--- src/rtl/stream_merge_2to1.sv ---
// Round-robin 2:1 packet merger with a registered output; a beat accepted on edge N is visible right after N.
// A stalled output (valid && !ready) drops both input readies; a started packet locks the grant until its last beat.
module stream_merge_2to1 #(
    parameter int WIDTH = 8
) (
    input  logic             clk,
    input  logic             rst,
    input  logic [WIDTH-1:0] in0_data,
    input  logic             in0_valid,
    input  logic             in0_last,
    output logic             in0_ready,
    input  logic [WIDTH-1:0] in1_data,
    input  logic             in1_valid,
    input  logic             in1_last,
    output logic             in1_ready,
    output logic [WIDTH-1:0] out_data,
    output logic             out_last,
    output logic             out_sel,
    output logic             out_valid,
    input  logic             out_ready
);

    typedef enum logic [1:0] {IDLE, LOCK0, LOCK1} state_t;

    state_t           state_q, state_d;
    logic             prio_q, prio_d;
    logic [WIDTH-1:0] data_q, data_d;
    logic             last_q, last_d;
    logic             sel_q, sel_d;
    logic             vld_q, vld_d;

    logic gnt0, gnt1, ld, acc0, acc1;

    always_comb begin
        gnt0 = 1'b0;
        gnt1 = 1'b0;
        case (state_q)
            IDLE: begin
                if (in0_valid && in1_valid) begin
                    gnt0 = !prio_q;
                    gnt1 = prio_q;
                end else begin
                    gnt0 = in0_valid;
                    gnt1 = in1_valid;
                end
            end
            LOCK0:   gnt0 = 1'b1;
            LOCK1:   gnt1 = 1'b1;
            default: ;
        endcase
    end

    assign ld        = !vld_q || out_ready;
    // rst gating keeps upstream from seeing a handshake while the async reset is held
    assign in0_ready = !rst && ld && gnt0;
    assign in1_ready = !rst && ld && gnt1;
    assign acc0      = in0_valid && in0_ready;
    assign acc1      = in1_valid && in1_ready;

    always_comb begin
        state_d = state_q;
        prio_d  = prio_q;
        data_d  = data_q;
        last_d  = last_q;
        sel_d   = sel_q;
        vld_d   = vld_q;
        if (ld) begin
            vld_d = acc0 || acc1;
            if (acc0) begin
                data_d  = in0_data;
                last_d  = in0_last;
                sel_d   = 1'b0;
                state_d = in0_last ? IDLE : LOCK0;
                if (in0_last) prio_d = 1'b1;
            end else if (acc1) begin
                data_d  = in1_data;
                last_d  = in1_last;
                sel_d   = 1'b1;
                state_d = in1_last ? IDLE : LOCK1;
                if (in1_last) prio_d = 1'b0;
            end
        end
    end

    always_ff @(posedge clk or posedge rst) begin
        if (rst) begin
            state_q <= IDLE;
            prio_q  <= 1'b0;
            data_q  <= '0;
            last_q  <= 1'b0;
            sel_q   <= 1'b0;
            vld_q   <= 1'b0;
        end else begin
            state_q <= state_d;
            prio_q  <= prio_d;
            data_q  <= data_d;
            last_q  <= last_d;
            sel_q   <= sel_d;
            vld_q   <= vld_d;
        end
    end

    assign out_data  = data_q;
    assign out_last  = last_q;
    assign out_sel   = sel_q;
    assign out_valid = vld_q;

endmodule
--- config.mk ---
export PLATFORM = sky130hd
export DESIGN_NAME = stream_merge_2to1
export DESIGN_NICKNAME = d
export VERILOG_FILES = /design/src/rtl/stream_merge_2to1.sv
export SDC_FILE = /design/constraint.sdc
export NUM_CORES = 1
export LEC_CHECK = 0
export ABC_AREA = 1
export CAP_MARGIN = 20
export CORE_MARGIN = 2
export CORE_UTILIZATION = 38
export CTS_CLUSTER_DIAMETER = 50
export DETAILED_ROUTE_END_ITERATION = 6
export PLACE_DENSITY = 0.74
export SLEW_MARGIN = 20
export SYNTH_ARGS = -nofsm -noshare
export SYNTH_HDL_FRONTEND = slang
export SYNTH_SLANG_ARGS = --single-unit
--- constraint.sdc ---
create_clock -name clk -period 1.8 [get_ports clk]
set_input_delay 0.27 -clock clk [delete_from_list [all_inputs] [get_ports clk]]
set_output_delay 0.27 -clock clk [all_outputs]
set_load 0.05 [all_outputs]
# Word-level counts from Yosys, hierarchy flattened
# Index checks and enable logic that the tools add are counted.
# W data, S select, Z words.
# word_totals
reg_bits	14
wordCells	43
# classes
eq_ne	3
muxes	18
n_reduce_logical	16
# op_table
op	n
$mux W8	2
$mux W1	11
$logic_and A1 B1 Y1	6
$mux W2	3
$pmux W1 S2	2
$reduce_and A4 Y1	1
$reduce_bool A2 Y1	2
$logic_not A1 Y1	3
$eq A2 B1 Y1 const B	1
$eq A2 B2 Y1 const B	1
$logic_not A2 Y1	1
$logic_or A1 B1 Y1	2
$ne A2 B2 Y1 const B	1
$reduce_and A2 Y1	1

# Depth between registers and ports, before layout
# logic_depth
word_depth	7
depth_mapped	10
ltp_nobuf	9

# Least setup slack after synthesis
# OpenSTA, ideal clock, no wires.
# synth_path
kind	register to output
startpoint	register vld_q, in the netlist out_valid
endpoint	output in1_ready
arrival_ns	1.322
required_ns	1.530
setup_slack_ns	0.208
path_stages_with_launch	5
path_cell_list	dfrtp_1 nand2_2 nand2_1 nor2_1 and2_1
# synth_between
elab_chain_len	4
# synth_rtl
element	line_no	rtl
start: declaration	30	logic vld_q, vld_d;
start signal: assignment	99	vld_q <= vld_d;
$logic_not A1 Y1	53	assign ld = !vld_q || out_ready;
$logic_or A1 B1 Y1	53	
$logic_and A1 B1 Y1 (2 in series)	56	assign in1_ready = !rst && ld && gnt1;
end: declaration	15	output logic in1_ready,
# No other way between the ends.

# Final worst setup path
# layout_path
startpoint	register data_q[6], in the netlist out_data[6]
endpoint	output out_data[6]
# layout_lines
element	line_no	rtl
start: declaration	27	logic [WIDTH-1:0] data_q, data_d;
start signal: assignment	96	data_q <= data_d;
end: declaration	16	output logic [WIDTH-1:0] out_data,
# No word-level cell between the ends.

==> impl_metrics.csv <==
group,metric,value,unit
clock_tree,clockBufferDepth,2,
critical_path,worst_setup_path_start_kind,"flop",
yosys,ys_seq_area_frac,0.4636,
critical_path,path_buf_inv,1,
die,rows,16,
global_route,antenna_found_initial,0,
final_layout,fin_nets,160,
yosys,syn_area,755.7,sq um
placement,dp_hpwl,1426,um
timing,fmax,577.1,MHz
die,die_h,48.60,um
critical_path,startpoint,"out_data[6]$_DFFE_PP0P_",
die,ioPinCount,36,
clock_tree,cts_tree,"yes",
die,initial_core_util,0.3932,
critical_path,crit_type,"flop to output pin",
placement,io_buffers,35,
power,combPwrFrac,0.606,
timing,slew_violations,0,
critical_path,critPathArrivalTime,1.46,ns
timing,period_share,0.9627,
route,wl,1751,um
timing,worst_pin_slew,0.5071,ns
clock_tree,clock-sinks,14,
yosys,ys_warn_count,0,
timing,rsz0062_at_grt,"no",
critical_path,path_cells,"clkdlybuf4s50_1",
final_layout,antenna_cells,0,
critical_path,critPathCapture,"out_data[6]",
power,power_leakage,0.6355,nW
global_route,grt_pass1_wl,3029,um
critical_path,crit_fanout,2,
route,viasPerCell,4.460,
die,core_area,1922,sq um
route,postRouteAntennaNets,0,
outcome,status,"finished clean",
power,seq_power_share,0.279,
clock_tree,cts_resized,0,
global_route,grt_max_degree,16,
critical_path,cp.required,1.53,ns
route,drc_errors,0,
clock_tree,htreeDepth,1,
yosys,syn_avg_cell_area,7.872,sq um
yosys,syn_nets,119,
timing,finalSetupViolCount,0,
clock_tree,insertion_delay,0.27,ns
critical_path,end_kind,"output pin",
yosys,syn_inst,96,
route,dr.pass1.iters,4,
power,internal_power,1.017,mW
timing,slew_headroom,0.6609,
yosys,synth_top_area_frac,0.4636,
critical_path,reg2reg_from,"out_valid$_DFFE_PP0N_",
placement,place.gp.congestion,0.8363,
route,drt_iter0_markers,7,
clock_tree,cts_buffers,3,
yosys,ys_top_cells_by_area,"dfrtp_1 (46%), nand2_1 (19%), inv_1 (8.9%), o211ai_1 (7.9%), buf_6 (3.0%)",
clock_tree,hold_buffers,0,
yosys,yosysUniqueCellTypes,17,
final_layout,area_growth,59.11,%
timing,skew,0.004251,ns
clock_tree,root_buffer,"clkbuf_4",
critical_path,reg2reg_to,"out_data[2]$_DFFE_PP0P_",
die,fp.dieArea,2361,sq um
yosys,ys_ff_latch,14,
power,pwr-share-clk,0.115,
power,ir_drop,0.9815,mV
route,vias,727,
critical_path,worstRegToRegCells,7,
critical_path,slowest_delay,0.81,ns
timing,hold_viol,0,
critical_path,crit_family,"buffers and inverters",
global_route,grt_pass1_vias,738,
power,p_total,1.974,mW
power,switching_power,0.9573,mW
route,avgRoutedWirePerCell,10.74,um
global_route,grtUsageTotal,0.1619,
timing,setup_tns,0,ns
timing,layout_min_cycle_time,1.733,ns
min_path,min_path_type,"primary input to async pin",
global_route,grt_overflow,0,
yosys,synth_area_leader_cell,"dfrtp_1",
critical_path,slowest_stage,"clkdlybuf4s50_1",
critical_path,cp_num_cells,1,
flow_run,maxCapViolations,0,
clock_tree,clkTransAtPathRegs,0.09,ns
power,power_density,1642,nW/um^2
power,switching_share,0.4850,
final_layout,drive_above_1_share,0.1176,
critical_path,r2r_slack,0.40,ns
clock_tree,cts_setup_buffers,0,
die,fp.dieW,48.60,um
==> synthesized netlist by cell type (all sizes together) <==
| cell | n |
|---|---|
| and2 | 1 |
| buf | 2 |
| clkbuf | 1 |
| dfrtp | 14 |
| inv | 19 |
| nand2 | 40 |
| nand3 | 4 |
| nand4 | 1 |
| nor2 | 4 |
| o211ai | 8 |
| o21ai | 2 |
==> per-layer routing <==
layer | track usage | part of all wire | vias up
met1 | 0.1802 | 0.43 | 326
met3 | 0.03704 | 0.059 | 0
met2 | 0.3148 | 0.51 | 25
met5 | 0 | 0 | -
li1 | - | - | 376
met4 | 0.02857 | 0 | 0
==> power groups by stage <==
stage	combinational, mW	clock (mW)	sequential, mW
CTS	1.21	0.233	0.551
finish	1.20	0.228	0.551
global placement	1.19	0	0.555
detailed placement	1.20	0	0.554
floorplan	0.382	0	0.956
global route	1.28	0.249	0.562
==> layout make-up <==
class | instances | area (sq um)
inverter | 19 | 71.32
clock buffer | 4 | 36.28
timing repair buffer | 39 | 412.9
sequential | 14 | 350.3
multi-input combinational | 60 | 297.8
tap | 27 | 33.78
fill | 179 | 719.4
==> cell families (layout without fill, tap and decap cells) <==
logic type,Yosys count,in the layout,share of synthesized area
flip-flops,14,14,0.4636
buffers and inverters,22,62,0.1424
AND/OR/NAND/NOR,50,50,0.3014
AO/OA/AOI/OAI,10,10,0.09272
==> flip-flops by register name (all words and copies together) (netlist names) <==
name and count:
out_last 1, prio_q 1, out_data 8, out_sel 1, state_q 2, out_valid 1
==> stage by stage <==
stage / utilization / cells / hold slack [ns] / setup slack, ns / area (sq um)
finish: 0.6257 / 163 / 0.3276 / 0.06712 / 1202
detailed placement: 0.6068 / 159 / 0.4647 / 0.02268 / 1166
CTS: 0.6257 / 163 / 0.3319 / 0.06648 / 1202
global route: 0.6257 / 163 / 0.3590 / 0.02173 / 1202
floorplan: - / 96 / 0.1674 / 0.2081 / 755.7
global placement: 0.6068 / 159 / 0.4651 / 0.07152 / 1166
==> cell usage in the layout (no fill, tap or decap) <==
cell type,instances
and2_1,1
buf_12,3
buf_4,3
clkbuf_4,3
clkbuf_8,1
clkdlybuf4s50_1,33
dfrtp_1,14
inv_1,18
inv_2,1
nand2_1,38
nand2_2,1
nand2_4,1
nand3_1,2
nand3_2,1
nand3_4,1
nand4_1,1
nor2_1,3
nor2_2,1
o211ai_1,8
o21ai_0,2
==> tightest hold or removal path, cell delays in order <==
cell and delay (ns):
clkdlybuf4s50_1 0.40, inv_1 0.07, buf_4 0.22
==> worst min path at each step <==
stage	from	endpoint	slack, ns
finish	rst	state_q[0]$_DFFE_PP0P_	0.33
global route	rst	state_q[1]$_DFFE_PP0P_	0.36
CTS	rst	out_valid$_DFFE_PP0N_	0.33
detailed placement	out_data[3]$_DFFE_PP0P_	out_data[3]$_DFFE_PP0P_	0.46
global placement	prio_q$_DFFE_PP0P_	prio_q$_DFFE_PP0P_	0.47
floorplan	rst	out_data[0]$_DFFE_PP0P_	0.17
(Power assumes the default switching activity.)
